--- config.mk ---
export PLATFORM = sky130hd
export DESIGN_NAME = aead_block_packer
export DESIGN_NICKNAME = d
export VERILOG_FILES = /design/src/rtl/aead_pkg.sv /design/src/rtl/aead_block_packer.sv
export SDC_FILE = /design/constraint.sdc
export NUM_CORES = 1
export LEC_CHECK = 0
export ABC_CLOCK_PERIOD_IN_PS = 2900
export CAP_MARGIN = 15
export CORE_MARGIN = 1
export CORE_UTILIZATION = 52
export DETAILED_ROUTE_END_ITERATION = 12
export GPL_TIMING_DRIVEN = 0
export PLACE_DENSITY = 0.8
export SLEW_MARGIN = 20
export SYNTH_ARGS = -nofsm -noshare
export SYNTH_HDL_FRONTEND = slang
export SYNTH_SLANG_ARGS = --single-unit
--- constraint.sdc ---
create_clock -name clk -period 2.9 [get_ports clk]
set_input_delay 0.435 -clock clk [delete_from_list [all_inputs] [get_ports clk]]
set_output_delay 0.435 -clock clk [all_outputs]
set_load 0.005 [all_outputs]
--- src/rtl/aead_pkg.sv ---
// ============================================================================
// Module  : aead_pkg
// Brief   : Shared types and constants for the AEAD block packer.
// Rev     : 1.0  initial release
// ============================================================================
`default_nettype none

package aead_pkg;

    localparam int AEAD_BLK_BYTES = 16;
    localparam int AEAD_LEN_W     = 64;
    localparam int AEAD_BLK_W     = AEAD_BLK_BYTES * 8;
    localparam int AEAD_IDX_W     = $clog2(AEAD_BLK_BYTES);

    typedef enum logic [1:0] {
        ST_IDLE = 2'd0,
        ST_AAD  = 2'd1,
        ST_CT   = 2'd2,
        ST_LEN  = 2'd3
    } pack_state_t;

    // Little-endian byte insert: byte idx lands at bits [8*idx+7 : 8*idx].
    function automatic logic [AEAD_BLK_W-1:0] put_byte(
        input logic [AEAD_BLK_W-1:0] blk,
        input logic [AEAD_IDX_W-1:0] idx,
        input logic [7:0]            b
    );
        logic [AEAD_BLK_W-1:0] r;
        r = blk;
        r[{idx, 3'b000} +: 8] = b;
        return r;
    endfunction

endpackage

`default_nettype wire

--- src/rtl/aead_block_packer.sv ---
// ============================================================================
// Module  : aead_block_packer
// Brief   : Packs an AAD + ciphertext byte stream into zero-padded 128-bit
//           blocks followed by a {ct_len, aad_len} length block.
//           Optional macro PACKER_LEN_CHECK_EN enables the in_last check (err).
// Rev     : 1.0  initial release
// ============================================================================
`default_nettype none

module aead_block_packer
    import aead_pkg::*;
(
    input  logic         clk,
    input  logic         reset_n,
    input  logic         start,
    input  logic [63:0]  aad_len,
    input  logic [63:0]  ct_len,
    input  logic         in_valid,
    output logic         in_ready,
    input  logic [7:0]   in_data,
    input  logic         in_last,
    output logic         blk_valid,
    input  logic         blk_ready,
    output logic [127:0] blk_data,
    output logic         blk_final,
    output logic         busy,
    output logic         done,
    output logic         err
);

    pack_state_t             r_state;
    logic [AEAD_LEN_W-1:0]   r_aad_len;
    logic [AEAD_LEN_W-1:0]   r_ct_len;
    logic [AEAD_LEN_W-1:0]   r_rem;
    logic [AEAD_BLK_W-1:0]   r_asm;
    logic [AEAD_IDX_W-1:0]   r_idx;
    logic [AEAD_BLK_W-1:0]   r_blk_data;
    logic                    r_blk_valid;
    logic                    r_blk_final;
    logic                    r_done;

    logic                    w_in_ready;
    logic                    w_acc;
    logic                    w_sec_last;
    logic                    w_flush;
    logic                    w_hs;
    logic [AEAD_BLK_W-1:0]   w_asm_next;

    assign w_in_ready = ((r_state == ST_AAD) || (r_state == ST_CT)) && !r_blk_valid;
    assign w_acc      = in_valid && w_in_ready;
    assign w_sec_last = (r_rem == {{(AEAD_LEN_W-1){1'b0}}, 1'b1});
    assign w_flush    = (r_idx == AEAD_IDX_W'(AEAD_BLK_BYTES - 1)) || w_sec_last;
    assign w_hs       = r_blk_valid && blk_ready;
    assign w_asm_next = put_byte(r_asm, r_idx, in_data);

`ifdef PACKER_LEN_CHECK_EN
    logic r_err;
    logic w_msg_last;

    // The message ends on the last CT byte, or on the last AAD byte if there is no CT.
    assign w_msg_last = w_sec_last && ((r_state == ST_CT) || (r_ct_len == '0));

    always_ff @(posedge clk or negedge reset_n) begin
        if (!reset_n) begin
            r_err <= 1'b0;
        end else if ((r_state == ST_IDLE) && start) begin
            r_err <= 1'b0;
        end else if (w_acc && (in_last != w_msg_last)) begin
            r_err <= 1'b1;
        end
    end

    assign err = r_err;
`else
    logic w_unused_in_last;
    assign w_unused_in_last = in_last;
    assign err              = 1'b0;
`endif

    always_ff @(posedge clk or negedge reset_n) begin
        if (!reset_n) begin
            r_state     <= ST_IDLE;
            r_aad_len   <= '0;
            r_ct_len    <= '0;
            r_rem       <= '0;
            r_asm       <= '0;
            r_idx       <= '0;
            r_blk_data  <= '0;
            r_blk_valid <= 1'b0;
            r_blk_final <= 1'b0;
            r_done      <= 1'b0;
        end else begin
            r_done <= 1'b0;
            if (w_hs) begin
                r_blk_valid <= 1'b0;
                r_blk_final <= 1'b0;
            end

            case (r_state)
                ST_IDLE: begin
                    if (start) begin
                        r_aad_len <= aad_len;
                        r_ct_len  <= ct_len;
                        r_asm     <= '0;
                        r_idx     <= '0;
                        if (aad_len != '0) begin
                            r_state <= ST_AAD;
                            r_rem   <= aad_len;
                        end else if (ct_len != '0) begin
                            r_state <= ST_CT;
                            r_rem   <= ct_len;
                        end else begin
                            r_state <= ST_LEN;
                            r_rem   <= '0;
                        end
                    end
                end

                ST_AAD, ST_CT: begin
                    if (w_acc) begin
                        r_rem <= r_rem - {{(AEAD_LEN_W-1){1'b0}}, 1'b1};
                        if (w_flush) begin
                            r_blk_data  <= w_asm_next;
                            r_blk_valid <= 1'b1;
                            r_blk_final <= 1'b0;
                            r_asm       <= '0;
                            r_idx       <= '0;
                        end else begin
                            r_asm <= w_asm_next;
                            r_idx <= r_idx + AEAD_IDX_W'(1);
                        end
                        if (w_sec_last) begin
                            if ((r_state == ST_AAD) && (r_ct_len != '0)) begin
                                r_state <= ST_CT;
                                r_rem   <= r_ct_len;
                            end else begin
                                r_state <= ST_LEN;
                            end
                        end
                    end
                end

                ST_LEN: begin
                    // A trailing data block may still be pending; the length block waits for it.
                    if (!r_blk_valid) begin
                        r_blk_data  <= {r_ct_len, r_aad_len};
                        r_blk_valid <= 1'b1;
                        r_blk_final <= 1'b1;
                    end else if (w_hs && r_blk_final) begin
                        r_state <= ST_IDLE;
                        r_done  <= 1'b1;
                    end
                end

                default: r_state <= ST_IDLE;
            endcase
        end
    end

    assign in_ready  = w_in_ready;
    assign blk_valid = r_blk_valid;
    assign blk_data  = r_blk_data;
    assign blk_final = r_blk_final;
    assign busy      = (r_state != ST_IDLE);
    assign done      = r_done;

endmodule

`default_nettype wire

* After elaboration in Yosys (flattened, before gate mapping)
Cells that the tools add are included.
** Operators by class
- Magnitude comparators :: 0
- Mux-type cells :: 42
- Reductions and logical operators :: 20
- Shift-type cells :: 2
- Multipliers :: 0
- $add $sub $neg :: 3
- Equality and inequality tests :: 12
- Divide/modulo/power cells :: 0
- Bitwise logic cells :: 0
** Operator list (count)
- 2-to-1 mux 128 bit :: 6
- one-hot mux 128 bit (2 select lines) :: 2
- 2-to-1 mux 64 bit :: 6
- nonzero test 64 bit :: 3
- bitwise mux 128 bit :: 1
- one-hot mux 64 bit (2 select lines) :: 1
- variable shift 8 x 9 -> 128 bit (first input constant) :: 1
- indexed part select 8 x 9 -> 128 bit :: 1
- equality test 64 x 1 -> 1 bit (second input constant) :: 1
- subtractor 64 x 1 -> 64 bit (second input constant) :: 1
- inequality test 2 bit (second input constant) :: 7
- 2-to-1 mux 1 bit :: 13
- 2-to-1 mux 2 bit :: 6
- 2-to-1 mux 4 bit :: 3
- negator 7 -> 9 bit :: 1
- one-hot mux 4 bit (2 select lines) :: 1
- one-hot mux 2 bit (3 select lines) :: 1
- nonzero test 2 bit :: 3
- logical AND 1 bit :: 5
- AND reduction 5 bit :: 1
- adder 4 x 1 -> 4 bit (second input constant) :: 1
- equality test 2 bit (second input constant) :: 2
- equality test 4 bit (second input constant) :: 1
- one-hot mux 1 bit (2 select lines) :: 2
- other kinds (8) :: 9
** Word-level totals
- Bits in writable memories :: 0
- Memory bits (read-only) :: 0
- Register bits after elaboration :: 457
- Bits in latches :: 0
- Memories :: 0
- Word-level logic and storage cells :: 89

* Longest topological paths before layout
- Depth after elaboration :: 6
- Mapped depth :: 11
- Mapped depth without buffers :: 8

* Worst setup path after synthesis
No wires, ideal clock.
- Kind :: register to register
- Start :: register r_idx[0]
- End :: register r_blk_data[96], in the netlist blk_data[96]
- Path slack :: -0.099 ns
- Cell stages (with the launch flop) :: 11
- Arrival :: 2.873 ns
- Path through :: dfrtp_1 clkbuf_1 clkbuf_1 inv_1 ha_1 nor3b_1 nor2_1 nor4_2 mux2i_1 a21oi_1 mux2_4
** Between the ends
- Cells in the longest elaborated chain, start to end :: 6
- Elaborated cells on any way between the ends :: 11
- Classes of those cells :: add/sub: 1; eq/ne: 2; shift: 2; mux: 4; reduce/logical: 2
** Ends and longest elaborated chain
- start: declaration :: line aead_block_packer.sv:36 : logic [AEAD_IDX_W-1:0] r_idx;
- start signal: assignment :: line aead_block_packer.sv:130 : r_idx <= r_idx + AEAD_IDX_W'(1);
- negator 7 -> 9 bit :: line aead_pkg.sv:30 : r[{idx, 3'b000} +: 8] = b;
- indexed part select 8 x 9 -> 128 bit / variable shift 8 x 9 -> 128 bit (equally long branches) :: line aead_pkg.sv:30
- bitwise mux 128 bit :: line aead_pkg.sv:30
- 2-to-1 mux 128 bit :: line aead_block_packer.sv:122 : if (w_flush) begin
- 2-to-1 mux 128 bit :: line aead_block_packer.sv:120 : if (w_acc) begin
- one-hot mux 128 bit (2 select lines) :: line aead_block_packer.sv:99 : case (r_state)
- end signal: assignment :: line aead_block_packer.sv:123 : r_blk_data <= w_asm_next;
- end signal: assignment :: line aead_block_packer.sv:146 : r_blk_data <= {r_ct_len, r_aad_len};
- end: declaration :: line aead_block_packer.sv:37 : logic [AEAD_BLK_W-1:0] r_blk_data;
Several ways; a longest one is shown, not always the timed one. The select of a mux whose other input is x is not followed.
A chain may end at the register's enable or synchronous reset.

* Worst setup path in the final report
- Start :: input ct_len[3]
- End :: register r_rem[59]
** Between the ends
- Cells in the longest elaborated chain, start to end :: 5
** Ends and longest elaborated chain
- start: declaration :: line aead_block_packer.sv:17 : input logic [63:0] ct_len,
- nonzero test 64 bit :: line aead_block_packer.sv:109 : end else if (ct_len != '0) begin
- 2-to-1 mux 64 bit :: line aead_block_packer.sv:109
- 2-to-1 mux 64 bit :: line aead_block_packer.sv:106 : if (aad_len != '0) begin
- 2-to-1 mux 64 bit :: line aead_block_packer.sv:101 : if (start) begin
- one-hot mux 64 bit (2 select lines) :: line aead_block_packer.sv:99
- end signal: assignment :: line aead_block_packer.sv:108 : r_rem <= aad_len;
- end signal: assignment :: line aead_block_packer.sv:111 : r_rem <= ct_len;
- end signal: assignment :: line aead_block_packer.sv:121 : r_rem <= r_rem - {{(AEAD_LEN_W-1){1'b0}}, 1'b1};
- end: declaration :: line aead_block_packer.sv:34 : logic [AEAD_LEN_W-1:0] r_rem;
Every way passes these cells. The select of a mux whose other input is x is not followed.

==> metrics.txt <==
run status=finished, violations left; failing checks=setup timing; Switching Share=33.56%; CTS sink cnt=457; Via Count=22.67k; Filler Cells Inserted=3366; GRT Total Usage=44.12%; warnings from Yosys=0; layout cell share with drive strength beyond 1=22.48%; drc violations=0; Initial Util=53.00%; CTS clk-pin slew, worst paths=60 ps; fmax=329.7 MHz; vias in the first global route=21.72k; Max Cap Viol=0; Core ar.=45670 um^2; CP peak stage delay=620 ps; FFs w/ async S/R, synth=100.0%; die height=217.8 um; Worst Path Required=3370 ps; max-slew violations=0; combinational power share=32.0%; PortBufs=266; initial antenna violation count=1; DIE WIDTH=217.8 um; met3 global-route usage=10.64%; Clock Latency Late Sink=620 ps; CTS tree=built; 1st-iter DRT viols=3121; Crit Path Category=in -> reg; RSZ-0062 raised after global routing=yes; clock network power share=30.1%; register bit total from synthesis=457; GRT met1 Usage=59.08%; H-tree lvl count=2; most frequent cells in the layout=dfrtp_1, clkdlybuf4s50_1, nor2_1; total gr overflow=0; Placed Area=27790 um^2; largest net degree at the start of global routing=105; first-pass GRT wire length=150000 um; Seq/Total Area, Yosys=47.24%; Synth Cell Area=24210 um^2; Max FO, Critical Path=10; Layout Utilization=68.78%; row cnt=78; most common cell after layout, fill and taps aside=dfrtp_1; Flop pwr share=37.9%; worst vdd ir=0.7580 mV; DR pass1 iterations=6; leakage power=14.96 nW; final RePlAce weighted congestion=1.051; multi-input logic area=12520 um^2; Hold Slack=317.6 ps; fin crit period=3033 ps; Mapped Cells=2350; Arr. time, crit path=3500 ps; crit path buf inv count=3; Setup violations, final=115; most crowded layer after global routing=met2; Slew @ Worst Pin=1269 ps; final instance area=31410 um^2; worst path cell trace=clkdlybuf4s50_1 > nor4_4 > nand4_1 > nor4_4 > buf_6 > clkbuf_4 > nor3b_1 > o21ai_0 > o221ai_2; Distinct cells, synth=81; pwr/cell area=727.2 nW/um^2; Top delay family on crit path=simple AND/OR/NAND/NOR gates; cell-internal power=15.18 mW; number of routed nets with antenna violations=0; period utilization=104.6%; Setup Skew=25.58 ps; worst hold path class=in -> async; Slew HR=15.39%; Storage cell area=11460 um^2; Detail Placement HPWL=78600 um; vias per inst=6.694; fin nets=2898; Startpoint Class=input pin; clk buf depth=3; setup slack after layout=-132.9 ps; P&R area growth vs syn=29.76%; CTS buffer count=48; cell mode on critical path=nor4_4; Worst Setup End Kind=flip-flop; Post-synth EDFFs=0; Total Routed Length=107800 um; Clock Root Buffer=clkbuf_16; die area=47420 um^2; Mapped Nets=2502; prevailing post-synth register cell=dfrtp_1; CP max stage cell=nor4_4; Post-Route Setup TNS=-3828 ps; IO Count=276; Mean Syn Cell Area=10.30 um^2; P_sw=7.666 mW; Hold Violations, Final=0; DR WL/cell=31.83 um; GR Util met2=66.03%
==> flip-flops by register name, summed over array words and instances, names as in the netlist <==
register   flops
r_state        2
r_ct_len      64
r_aad_len     64
done           1
blk_data     128
r_idx          4
r_rem         64
r_asm        128
blk_valid      1
blk_final      1
==> worst register-to-register path, delay by kind of cell (launching register included) <==
kind	cells	cell delay, ps
buffers and inverters	4	720
flip-flops	1	450
multiplexers	1	300
AO/OA/AOI/OAI	2	360
AND/OR/NAND/NOR	3	990
==> power by group through the flow <==
stage	Clock, mW	Sequential [mW]	Combinational [mW]
6_report	6.88	8.66	7.30
5_1_grt	7.09	8.74	7.69
4_1_cts	6.84	8.60	6.96
3_5_place_dp	0	8.64	6.63
3_3_place_gp	0	8.59	6.41
2_1_floorplan	0	8.43	3.70
==> metal layers <==
| layer | vias to the layer above | wire (um) | part of all wire, % |
|---|---|---|---|
| met2 | 1717 | 46810 | 43 |
| met3 | 389 | 12320 | 11 |
| met1 | 11280 | 41910 | 39 |
| met4 | 2 | 6765 | 6.3 |
| met5 | - | 14 | 0.013 |
| li1 | 9286 | - | - |
==> synth_stat cells, drive strengths merged, types with 8 or more instances <==
cell / count / area (um^2)
o41ai: 12 / 120.1
buf: 37 / 362.8
a31oi: 13 / 81.33
dfrtp: 457 / 11440
o21ai: 169 / 857.1
nand4: 31 / 193.9
inv: 61 / 229.0
mux2: 247 / 3232
nand3: 31 / 155.2
a21oi: 128 / 644.4
ha: 10 / 125.1
a221oi: 26 / 227.7
or3: 14 / 87.58
clkbuf: 122 / 464.2
a211oi: 22 / 165.2
a22o: 10 / 87.58
nor2: 253 / 949.7
nand2: 241 / 909.6
o211ai: 12 / 95.09
mux2i: 167 / 1672
nor4: 82 / 576.8
xor2: 21 / 183.9
nor3: 49 / 255.3
o32ai: 14 / 122.6
xnor2: 8 / 70.07
or4: 8 / 63.81
nor3b: 12 / 90.09
==> area by class of cell <==
class / instances / share of cell area, %
Tap cell: 600 / 2.390
Sequential cell: 457 / 36.49
Multi-Input combinational cell: 1673 / 39.86
Buffer: 154 / 3.310
Timing Repair Buffer: 351 / 11.73
Clock inverter: 18 / 0.9599
Inverter: 61 / 0.7369
Clock buffer: 71 / 4.517
Antenna cell: 2 / 0.01593
==> cells by family (layout without fill, tap and decap cells) <==
| logic type | after synthesis | in the layout | share of synthesized area (%) |
|---|---|---|---|
| compound gates | 460 | 460 | 11.88 |
| xor+xnor | 29 | 29 | 1.049 |
| fa+ha+maj | 10 | 10 | 0.5168 |
| buf+inv | 220 | 655 | 4.362 |
| flops | 457 | 457 | 47.24 |
| mux | 414 | 414 | 20.26 |
| other cells | 1 | 3 | 0.01549 |
| simple gates | 759 | 759 | 14.68 |
==> path summary, 6_finish.rpt <==
check | cells past startpoint | end | slack (ps) | startpoint
min | 2 | blk_data[16]$_DFFE_PN0P_ | 320 | reset_n
max | 9 | r_rem[59]$_DFFE_PN0P_ | -130 | ct_len[3]
min in group clk | 3 | r_rem[21]$_DFFE_PN0P_ | 360 | aad_len[21]
max in group asynchronous | 4 | r_ct_len[13]$_DFFE_PN0P_ | 1490 | reset_n
max reg2reg | 10 | blk_data[43]$_DFFE_PN0P_ | -50 | r_rem[18]$_DFFE_PN0P_
min reg2reg | 2 | r_asm[121]$_DFFE_PN0P_ | 480 | r_asm[121]$_DFFE_PN0P_
==> stage by stage <==
| stage | power [mW] | cells | setup slack (ps) |
|---|---|---|---|
| 4_1_cts | 22.40 | 3357 | -25.77 |
| 6_report | 22.84 | 3387 | -132.9 |
| 3_5_place_dp | 15.28 | 3221 | -2004 |
| 5_1_grt | 23.51 | 3385 | -120.9 |
| 2_1_floorplan | 12.13 | 2350 | -98.51 |
| 3_3_place_gp | 15.01 | 3216 | -18540 |
==> timing repair <==
action,in CTS,in global routing
setup buffers,49,21
endpoints found under the setup margin,365,311
hold buffers,1,0
hold endpoints to repair,30,0
gates cloned,0,9
pin swaps,35,34
gates resized for setup,180,118
Note: power is estimated with default switching activity, not from simulation.
